### config.mk
export PLATFORM = sky130hd
export DESIGN_NAME = pipe_ctrl
export DESIGN_NICKNAME = d
export VERILOG_FILES = /design/src/rtl/pipe_ctrl_pkg.sv /design/src/rtl/pipe_ctrl_perf.sv /design/src/rtl/pipe_ctrl.sv
export SDC_FILE = /design/constraint.sdc
export NUM_CORES = 1
export LEC_CHECK = 0
export ABC_AREA = 1
export CORE_MARGIN = 1
export CORE_UTILIZATION = 35
export DETAILED_ROUTE_END_ITERATION = 8
export GPL_ROUTABILITY_DRIVEN = 0
export PLACE_DENSITY = 0.87
export SYNTH_ARGS = -nofsm -noshare
export SYNTH_HDL_FRONTEND = slang
export SYNTH_HIERARCHICAL = 1
export SYNTH_SLANG_ARGS = --single-unit
### constraint.sdc
create_clock -name clk -period 4.2 [get_ports clk]
set_clock_uncertainty 0.15 [all_clocks]
set_input_delay 0.42 -clock clk [delete_from_list [all_inputs] [get_ports clk]]
set_output_delay 0.42 -clock clk [all_outputs]
set_load 0.1 [all_outputs]
### src/rtl/pipe_ctrl_pkg.sv
// pipe_ctrl_pkg: shared pipeline control types and defaults.
package pipe_ctrl_pkg;

    typedef enum logic [1:0] {RUN, DRAIN, HALTED} state_t;

    localparam int DEF_DRAIN_CYCLES = 3;

    function automatic int drain_w(input int n);
        return (n > 1) ? $clog2(n) : 1;
    endfunction

endpackage

### src/rtl/pipe_ctrl_perf.sv
// pipe_ctrl_perf: wrapping stall/flush cycle counters.
module pipe_ctrl_perf #(
    parameter int CNT_W = 32
) (
    input  logic             clk,
    input  logic             rst,
    input  logic             stall,
    input  logic             flush,
    output logic [CNT_W-1:0] stall_cnt,
    output logic [CNT_W-1:0] flush_cnt
);

    always_ff @(posedge clk) begin
        if (rst) begin
            stall_cnt <= '0;
            flush_cnt <= '0;
        end else begin
            stall_cnt <= stall_cnt + CNT_W'(stall);
            flush_cnt <= flush_cnt + CNT_W'(flush);
        end
    end

endmodule

### src/rtl/pipe_ctrl.sv
// pipe_ctrl: hazard stall, branch flush and halt/drain control for a 5-stage pipeline.
// Optional performance counters are built when PIPE_CTRL_PERF_EN is defined.
module pipe_ctrl
    import pipe_ctrl_pkg::*;
#(
    parameter int DRAIN_CYCLES = DEF_DRAIN_CYCLES,
    parameter int CNT_W        = 32
) (
    input  logic             clk,
    input  logic             rst,
    input  logic [4:0]       ID_Rs1,
    input  logic [4:0]       ID_Rs2,
    input  logic             EX_MemRead,
    input  logic [4:0]       EX_Rd,
    input  logic             EX_branch_taken,
    input  logic             halt_req,
    output logic             PC_Write,
    output logic             IF_ID_Write,
    output logic             IF_ID_Flush,
    output logic             ID_EX_Write,
    output logic             halt_ack,
    output logic [CNT_W-1:0] stall_cnt,
    output logic [CNT_W-1:0] flush_cnt
);

    localparam int DW = drain_w(DRAIN_CYCLES);

    state_t          state, state_n;
    logic   [DW-1:0] cnt, cnt_n;
    logic            load_use;

    assign load_use = EX_MemRead && EX_Rd != 5'd0 && (EX_Rd == ID_Rs1 || EX_Rd == ID_Rs2);
    assign halt_ack = state == HALTED;

    always_ff @(posedge clk) begin
        if (rst) begin
            state <= RUN;
            cnt   <= '0;
        end else begin
            state <= state_n;
            cnt   <= cnt_n;
        end
    end

    always_comb begin
        state_n     = state;
        cnt_n       = cnt;
        PC_Write    = 1'b1;
        IF_ID_Write = 1'b1;
        ID_EX_Write = 1'b1;
        IF_ID_Flush = 1'b0;
        if (!rst) begin
            case (state)
                RUN: begin
                    if (EX_branch_taken) begin
                        ID_EX_Write = 1'b0;
                        IF_ID_Flush = 1'b1;
                    end else if (load_use) begin
                        PC_Write    = 1'b0;
                        IF_ID_Write = 1'b0;
                        ID_EX_Write = 1'b0;
                    end else if (halt_req) begin
                        state_n = DRAIN;
                        cnt_n   = DW'(DRAIN_CYCLES - 1);
                    end
                end
                DRAIN: begin
                    // a taken branch still redirects the PC and holds the drain count
                    PC_Write    = EX_branch_taken;
                    IF_ID_Flush = EX_branch_taken;
                    IF_ID_Write = 1'b0;
                    ID_EX_Write = 1'b0;
                    if (!halt_req) begin
                        state_n = RUN;
                        cnt_n   = '0;
                    end else if (!EX_branch_taken) begin
                        state_n = (cnt == '0) ? HALTED : DRAIN;
                        cnt_n   = (cnt == '0) ? cnt : cnt - 1'b1;
                    end
                end
                HALTED: begin
                    PC_Write    = 1'b0;
                    IF_ID_Write = 1'b0;
                    ID_EX_Write = 1'b0;
                    state_n     = halt_req ? HALTED : RUN;
                end
                default: state_n = RUN;
            endcase
        end
    end

`ifdef PIPE_CTRL_PERF_EN
    pipe_ctrl_perf #(.CNT_W(CNT_W)) u_perf (
        .clk       (clk),
        .rst       (rst),
        .stall     (!PC_Write),
        .flush     (IF_ID_Flush),
        .stall_cnt (stall_cnt),
        .flush_cnt (flush_cnt)
    );
`else
    assign stall_cnt = '0;
    assign flush_cnt = '0;
`endif

endmodule

# After elaboration in Yosys (flattened, before gate mapping)
# Index checks and enable logic that the tools add are counted.
# word_totals
word_cells	49
output_inout_bits	69
regBits	4
# classes
add_sub_neg	1
n_eq_ne	9
reduce_logical	10
muxes	27
# op_table
operator	n
$mux W2	13
$eq A5 B5 Y1	2
$mux W1	8
$ne A2 B2 Y1 const B	3
$ne A3 B3 Y1 const B	2
$pmux W1 S2	3
$pmux W2 S3	1
$reduce_and A6 Y1	1
$reduce_bool A5 Y1	1
$logic_not A2 Y1	2
$pmux W2 S2	1
$reduce_and A4 Y1	1
$pmux W1 S3	1
$eq A2 B1 Y1 const B	1
$eq A2 B2 Y1 const B	1
$logic_and A1 B1 Y1	2
$reduce_bool A2 Y1	1
$reduce_or A2 Y1	1
$sub A2 B1 Y2 const B	1
$logic_or A1 B1 Y1	1

# Logic depth before layout (Yosys ltp)
# Gate-level depths: netlist (run 1).
# depth
ltp_word	7
ltp_mapped	11
mapped_depth_nobuf	11

# Least setup slack after synthesis (run 1)
# Ideal clock, no wire load.
# synth_timing
path_type	register to output
from	register state[0]
to	output IF_ID_Flush
slack_ps	892
n_path_buf	1
arrival_ps	2738
required_ps	3630
path_stages_with_launch	6
path_cell_list	dfxtp_1 -> inv_1 -> ha_1 -> buf_4 -> nor2_1 -> nor3_1
# synth_via
elab_chain_len	3
word_cells_on_any_way	4
classes_between	eq/ne (1); mux (2); reduce/logical (1)
# synth_lines
item	line	text
from (decl)	pipe_ctrl.sv:28	state_t state, state_n;
from (signal assigned)	pipe_ctrl.sv:40	state <= state_n;
$eq A2 B1 Y1 / $logic_not A2 Y1 (equally long branches)	pipe_ctrl.sv:53	case (state)
$pmux W1 S2 (*)	pipe_ctrl.sv:53	
$mux W1 (*)	pipe_ctrl.sv:52	if (!rst) begin
to (decl)	pipe_ctrl.sv:19	output logic IF_ID_Flush,
# Mark *: on every way between the ends. The rest lies on a longest branch, timed or not.

# Final worst setup path (run 1)
# layout_timing
from	register state[1]
to	output IF_ID_Flush
# Same word-level chain as after synthesis.

==> results_tabular.tex, run 1 <==
\begin{tabular}{lr}
\hline
Metric & Value \\
\hline
\multicolumn{2}{l}{\textbf{Outcome}} \\
\quad Outcome & finished with violations \\
\quad Failing checks & DRC \\
\multicolumn{2}{l}{\textbf{Clock tree}} \\
\quad Post\_cts resized & 0 \\
\quad Hold-fix buffer count after cts & 0 \\
\quad Worst-path clk slew & 0.04 ns \\
\quad Number of buffers created by CTS & 3 \\
\quad Clock latency of the later-clocked register in the worst-skew pair & 0.24 ns \\
\quad Clock net sink count & 4 \\
\quad Clock tree from TritonCTS & done \\
\quad Number of buffers on the longest clock path & 2 \\
\quad H-tree level count & 1 \\
\quad Post-CTS Setup Bufs & 0 \\
\quad Cell chosen for the clock root & sky130\_fd\_sc\_hd\_\_clkbuf\_4 \\
\multicolumn{2}{l}{\textbf{GRT}} \\
\quad Number of global-route vias before repair & 663 \\
\quad Antenna violations before repair & 0 \\
\quad GRT overflow & 0 \\
\quad Aggregate global-route resource usage & 9.810\% \\
\quad Maximum number of pins on one net before global-route repair & 10 \\
\quad Wire length of the first global-routing pass & 2.559 mm \\
\multicolumn{2}{l}{\textbf{Final layout}} \\
\quad Final layout net count & 227 \\
\quad Area occupied by multi-input gates & 645.6 sq um \\
\quad Layout fillers & 315 \\
\quad Final cell utilization of the core & 39.10\% \\
\quad Final antenna diode count & 0 \\
\quad Combined flip-flop and latch cell area & 80.08 sq um \\
\quad Fraction of layout instances using a drive strength above 1 & 7.500\% \\
\quad Area growth, synth to finish & 4.000\% \\
\multicolumn{2}{l}{\textbf{Timing}} \\
\quad Final setup violation count & 0 \\
\quad Final worst path period need & 2.949 ns \\
\quad Actual transition at the worst max-transition pin & 0.9630 ns \\
\quad Final count of hold timing violations & 0 \\
\quad Setup TNS & 0 ns \\
\quad Count of final max-slew check failures & 0 \\
\quad Slew HR & 35.60\% \\
\quad Fin crit share & 70.22\% \\
\quad Unrepaired setup endpoints after global routing & false \\
\quad Maximum achievable frequency & 339.1 MHz \\
\multicolumn{2}{l}{\textbf{Route}} \\
\quad Drt total wl & 1.670 mm \\
\quad DRC violation total after the first TritonRoute iteration & 39 \\
\quad Average wire per standard cell & 7.229 microns \\
\quad DRC Markers & 14 \\
\quad Routed via count & 856 \\
\quad Number of nets with antenna violations after detailed routing & 0 \\
\quad Routed via count divided by cell count & 3.706 \\
\quad First-pass detailed-route iteration total & 6 \\
\multicolumn{2}{l}{\textbf{Floorplanning}} \\
\quad Die footprint & 3263 sq um \\
\quad Row Count & 19 \\
\quad Die boundary height & 57.13 microns \\
\quad IO Count & 89 \\
\quad Area of the core & 2829 sq um \\
\quad DIE WIDTH & 57.13 microns \\
\quad Starting density of the core & 37.59\% \\
\multicolumn{2}{l}{\textbf{Power}} \\
\quad Worst ir drop on vdd & 0.4541 mV \\
\quad Post-route total power & 774.7 uW \\
\quad Leakage component of the power & 0.0006654 uW \\
\quad PD cells & 700.4 nW/um\^{}2 \\
\multicolumn{2}{l}{\textbf{Yosys}} \\
\quad Number of flip-flops and latches in the synthesized netlist & 4 \\
\quad Fraction of the yosys area taken by sequential cells & 7.529\% \\
\quad Average instance area after synthesis & 6.077 sq um \\
\quad Number of different library cells in the post-synthesis netlist & 19 \\
\quad Synth async-reset ratio & 0\% \\
\quad Mapped cell area & 1064 sq um \\
\quad Most frequently used flop master after synthesis & sky130\_fd\_sc\_hd\_\_dfxtp\_1 \\
\quad Number of cells produced by synthesis & 175 \\
\quad Number of enable-type register cells in the synthesized netlist & 0 \\
\quad Syn. warnings & 6 \\
\multicolumn{2}{l}{\textbf{Setup path}} \\
\quad Setup CP Type & register to output pin \\
\quad Worst Setup Start Kind & register \\
\quad Critical Path, Cell by Cell & inv\_1 -> ha\_1 -> nor2\_1 -> nor3\_1 -> clkdlybuf4s50\_1 \\
\quad Crit. End Element & output pin \\
\quad Required time at the endpoint of the critical path & 3.63 ns \\
\quad Data arrival time at the worst-slack endpoint & 2.38 ns \\
\quad Slowest CP cell & sky130\_fd\_sc\_hd\_\_clkdlybuf4s50\_1 \\
\quad Largest fanout of any net on the critical path & 9 \\
\quad Delay of the slowest cell on the worst path & 1.16 ns \\
\multicolumn{2}{l}{\textbf{Run}} \\
\quad Max-cap check violation count & 0 \\
\multicolumn{2}{l}{\textbf{Hold path}} \\
\quad Classification of the worst-slack hold path & register to register \\
\multicolumn{2}{l}{\textbf{Placed design}} \\
\quad Number of buffers inserted by port buffering & 24 \\
\quad Half-perimeter wire length of the detailed placement result & 1.432 mm \\
\hline
\end{tabular}
## cells in the mapped netlist, types with 2 or more instances
cell type / count / area (sq um)
sky130_fd_sc_hd__nand2_1: 36 / 135.1
sky130_fd_sc_hd__inv_2: 5 / 18.77
sky130_fd_sc_hd__o21ai_0: 4 / 20.02
sky130_fd_sc_hd__dfxtp_1: 4 / 80.08
sky130_fd_sc_hd__ha_1: 5 / 62.56
sky130_fd_sc_hd__nand3_1: 5 / 25.02
sky130_fd_sc_hd__o21ai_1: 3 / 15.01
sky130_fd_sc_hd__buf_4: 65 / 488.0
sky130_fd_sc_hd__nand3_2: 2 / 20.02
sky130_fd_sc_hd__inv_1: 17 / 63.81
sky130_fd_sc_hd__nor2_1: 20 / 75.07
sky130_fd_sc_hd__xnor2_1: 2 / 17.52
## final timing paths
path,startpoint,endpoint,slack [ns],depth (start not counted)
worst max-delay path,state[1],IF_ID_Flush,1.25,5
worst min-delay path,cnt[1],cnt[1],0.39,4
worst max register to register,state[0],state[0],2.58,8
worst min register to register,cnt[1],cnt[1],0.39,4
## registers in the layout, indices dropped and copies added (netlist names)
name   flops
cnt        2
state      2
## critical path: cells and delay by family (launching register included)
kind          cells  cell delay [ns]
buf+inv           2             1.26
fa+ha+maj         1             0.34
flops             1             0.32
simple gates      2             0.23
## metal layers
metal,vias to the layer above,part of all wire (%),GRT usage (%)
li1,449,-,-
met1,353,42,11.33
met2,52,50,17.48
met3,2,7.7,2.721
met4,0,0.84,3.136
met5,-,0,0
## cells in the final DEF, fill, tap and decap left out
cell type	n
sky130_fd_sc_hd__nand4_2	1
sky130_fd_sc_hd__clkdlybuf4s50_1	21
sky130_fd_sc_hd__nand2_1	36
sky130_fd_sc_hd__nand2_2	1
sky130_fd_sc_hd__inv_2	5
sky130_fd_sc_hd__dfxtp_1	4
sky130_fd_sc_hd__o21ai_1	3
sky130_fd_sc_hd__nand3_1	5
sky130_fd_sc_hd__ha_1	5
sky130_fd_sc_hd__buf_4	3
sky130_fd_sc_hd__nor3_1	1
sky130_fd_sc_hd__nand3_2	2
sky130_fd_sc_hd__xnor2_1	2
sky130_fd_sc_hd__nor2_1	20
sky130_fd_sc_hd__o21ai_0	4
sky130_fd_sc_hd__conb_1	64
sky130_fd_sc_hd__clkinv_1	1
sky130_fd_sc_hd__a21oi_1	1
sky130_fd_sc_hd__clkbuf_4	3
sky130_fd_sc_hd__nand4_1	1
sky130_fd_sc_hd__inv_1	17
## layout make-up
class / instances / area share (%)
timing repair buffer: 24 / 21.04
sequential: 4 / 7.240
inverter: 23 / 7.805
clock buffer: 3 / 2.036
tap: 31 / 3.507
multi-input combinational: 146 / 58.37
## power by group
group / internal (uW) / total, uW / switching, uW
sequential: 56.1 / 66.6 / 10.5
combinational: 119 / 659 / 540
clock: 32.0 / 48.9 / 16.8
## cells by family (layout without fill, tap and decap cells)
| group | Yosys count | after routing | synth area share, % |
|---|---|---|---|
| other cells | 1 | 64 | 0.3526 |
| buf+inv | 88 | 50 | 54.00 |
| xor+xnor | 2 | 2 | 1.647 |
| flops | 4 | 4 | 7.530 |
| fa+ha+maj | 5 | 5 | 5.882 |
| compound gates | 8 | 8 | 3.764 |
| simple gates | 67 | 67 | 26.82 |
## metrics by stage
stage               instances  cell area (sq um)  hold WS, ns  setup WS (ns)
floorplan                 238               1300       0.3424         0.8924
global placement          228               1084       0.3677          1.304
detailed placement        228               1084       0.3779          1.282
CTS                       231               1106       0.3858          1.237
global route              231               1106       0.4133          1.138
finish                    231               1106       0.3866          1.251
No activity file was read; power rests on OpenSTA's default activity.
==> run 2, diff against run 1 <==
--- a/config.mk
+++ b/config.mk
@@ -7,10 +7,10 @@
 export LEC_CHECK = 0
 export ABC_AREA = 1
 export CORE_MARGIN = 1
-export CORE_UTILIZATION = 35
+export CORE_UTILIZATION = 29
 export DETAILED_ROUTE_END_ITERATION = 8
 export GPL_ROUTABILITY_DRIVEN = 0
-export PLACE_DENSITY = 0.87
+export PLACE_DENSITY = 0.77
 export SYNTH_ARGS = -nofsm -noshare
 export SYNTH_HDL_FRONTEND = slang
 export SYNTH_HIERARCHICAL = 1
==> constraint.sdc (replaced) <==
create_clock -name clk -period 2.7 [get_ports clk]
set_clock_uncertainty 0.15 [all_clocks]
set_input_delay 0.27 -clock clk [delete_from_list [all_inputs] [get_ports clk]]
set_output_delay 0.27 -clock clk [all_outputs]
set_load 0.1 [all_outputs]
==> results_tabular.tex, run 2 (synthesized netlist as in run 1, its figures left out) <==
\begin{tabular}{lr}
\hline
Metric & Value \\
\hline
\multicolumn{2}{l}{\textbf{GRT}} \\
\quad Number of global-route vias before repair & 681 \\
\quad Met3 layer usage reported by global route & 2.920\% \\
\quad Wire length of the first global-routing pass & 2.525 mm \\
\quad GR Util met1 & 8.197\% \\
\quad Global routing usage on met2 & 14.95\% \\
\quad Antenna violations before repair & 0 \\
\quad GRT overflow & 0 \\
\quad Grt peak-use layer & met2 \\
\quad Maximum number of pins on one net before global-route repair & 10 \\
\quad Aggregate global-route resource usage & 7.801\% \\
\multicolumn{2}{l}{\textbf{Timing}} \\
\quad Final setup violation count & 0 \\
\quad Fin crit share & 82.30\% \\
\quad Unrepaired setup endpoints after global routing & false \\
\quad Count of final max-slew check failures & 0 \\
\quad Final worst path period need & 2.222 ns \\
\quad Final count of hold timing violations & 0 \\
\quad Worst hold-check slack & 0.3802 ns \\
\quad Setup TNS & 0 ns \\
\quad Maximum achievable frequency & 450.0 MHz \\
\multicolumn{2}{l}{\textbf{Clock tree}} \\
\quad H-tree level count & 1 \\
\quad Cell chosen for the clock root & sky130\_fd\_sc\_hd\_\_clkbuf\_4 \\
\quad Number of buffers on the longest clock path & 2 \\
\quad Clock tree from TritonCTS & done \\
\quad Worst-path clk slew & 0.03 ns \\
\quad Post\_cts resized & 0 \\
\quad Hold-fix buffer count after cts & 0 \\
\quad Number of buffers created by CTS & 3 \\
\quad Clock latency of the later-clocked register in the worst-skew pair & 0.23 ns \\
\quad Clock net sink count & 4 \\
\quad Post-CTS Setup Bufs & 0 \\
\multicolumn{2}{l}{\textbf{Setup path}} \\
\quad Critical Path, Cell by Cell & clkdlybuf4s50\_1 -> inv\_2 -> nand2\_1 -> nand2\_1 -> nor2\_1 -> nand3\_1 -> nand2\_2 -> nand2\_1 -> o21ai\_1 -> nand3\_1 -> buf\_12 \\
\quad Required time at the endpoint of the critical path & 2.28 ns \\
\quad Worst Setup Start Kind & input pin \\
\quad Minimum setup slack among reg-to-reg paths & 1.11 ns \\
\quad Launch instance of the worst register-to-register path & state[0] \\
\quad Crit. End Element & output pin \\
\quad Delay of the slowest cell on the worst path & 0.51 ns \\
\quad Stages on worst setup path & 11 \\
\quad Number of buffers and inverters on the critical path & 3 \\
\quad Reg2reg end & state[0] \\
\quad Setup CP Type & input pin to output pin \\
\quad Critical path's top delay family & buffers and inverters \\
\quad Most common cell on crit path & sky130\_fd\_sc\_hd\_\_nand2\_1 \\
\quad Slowest CP cell & sky130\_fd\_sc\_hd\_\_clkdlybuf4s50\_1 \\
\quad Largest fanout of any net on the critical path & 3 \\
\quad Data arrival time at the worst-slack endpoint & 1.80 ns \\
\quad R2R depth & 8 \\
\multicolumn{2}{l}{\textbf{Floorplanning}} \\
\quad Row Count & 21 \\
\quad Starting density of the core & 31.14\% \\
\quad Die boundary height & 62.56 microns \\
\quad IO Count & 89 \\
\quad Area of the core & 3416 sq um \\
\quad Die footprint & 3914 sq um \\
\quad DIE WIDTH & 62.56 microns \\
\multicolumn{2}{l}{\textbf{Final layout}} \\
\quad Leading cell type in the layout, fill and taps excluded & sky130\_fd\_sc\_hd\_\_conb\_1 \\
\quad Final antenna diode count & 0 \\
\quad Highest-count cells in the layout ignoring fill and taps & sky130\_fd\_sc\_hd\_\_conb\_1 (64), sky130\_fd\_sc\_hd\_\_nand2\_1 (36), sky130\_fd\_sc\_hd\_\_nor2\_1 (20) \\
\quad Fraction of layout instances using a drive strength above 1 & 9.000\% \\
\quad Final layout net count & 227 \\
\quad Area growth, synth to finish & 9.294\% \\
\quad Largest registers in the final layout & cnt x2, state x2 \\
\multicolumn{2}{l}{\textbf{Route}} \\
\quad First-pass detailed-route iteration total & 4 \\
\quad DRC Markers & 0 \\
\quad DRC violation total after the first TritonRoute iteration & 19 \\
\quad Number of nets with antenna violations after detailed routing & 0 \\
\quad Drt total wl & 1.641 mm \\
\quad Routed via count & 864 \\
\quad Routed via count divided by cell count & 3.512 \\
\quad Average wire per standard cell & 6.671 microns \\
\multicolumn{2}{l}{\textbf{Hold path}} \\
\quad Classification of the worst-slack hold path & register to register \\
\quad Hold Path Origin & cnt[1] \\
\quad Worst min-delay path endpoint & cnt[1] \\
\quad Number of stages on the worst hold path & 4 \\
\multicolumn{2}{l}{\textbf{Run}} \\
\quad Max-cap check violation count & 0 \\
\multicolumn{2}{l}{\textbf{Placed design}} \\
\quad Half-perimeter wire length of the detailed placement result & 1.501 mm \\
\quad Number of buffers inserted by port buffering & 24 \\
\multicolumn{2}{l}{\textbf{Power}} \\
\quad Worst ir drop on vdd & 0.5921 mV \\
\quad PD cells & 1074 nW/um\^{}2 \\
\quad Leakage component of the power & 0.0006870 uW \\
\multicolumn{2}{l}{\textbf{Outcome}} \\
\quad Outcome & complete, no violations \\
\hline
\end{tabular}
## run 2: through the flow
step                      total power, uW  instances  cell area (sq um)  utilization (%)  setup slack [ns]
after floorplan                      1069        238               1305                -            0.4038
after global placement               1172        243               1140            33.37            0.4510
after detailed placement             1177        243               1140            33.37            0.4525
after CTS                            1255        246               1162            34.03            0.4454
after global routing                 1329        246               1162            34.03            0.2733
final                                1249        246               1162            34.03            0.4778
## run 2: where the power goes
part           leakage (uW)  internal, uW  switching, uW  total [uW]
combinational      0.000640           232            843        1080
clock             0.0000138          49.5           21.6        71.1
sequential        0.0000331          87.2           15.2         102
total              0.000687           369            880        1250
## run 2: worst max-delay path by stage
stage                     slack [ns]  startpoint          end
after CTS                       0.45    EX_Rd[0]     PC_Write
after detailed placement        0.45    EX_Rd[0]     PC_Write
after floorplan                 0.40    state[0]  IF_ID_Flush
after global routing            0.27    EX_Rd[0]     PC_Write
final                           0.48    EX_Rd[3]     PC_Write
after global placement          0.45    EX_Rd[0]     PC_Write
## run 2: cell type report
| class | instances | area, sq um |
|---|---|---|
| repair buffers | 24 | 265.3 |
| fillers | 399 | 2253 |
| flip-flops and latches | 4 | 80.08 |
| clock buffers | 3 | 22.52 |
| multi-input cells | 146 | 650.6 |
| inverters | 23 | 86.33 |
| well taps | 46 | 57.56 |
## run 2: per-layer routing
layer,vias up,wire length (microns)
li1,453,-
met1,368,620
met2,43,870
met3,0,151
met4,0,0
met5,-,0
## run 2: worst min-delay path: cells and delay by family, from the launching register on
family	cells	cell delay [ns]
AND/OR/NAND/NOR	3	0.13
flip-flops	1	0.28
buffers and inverters	1	0.07
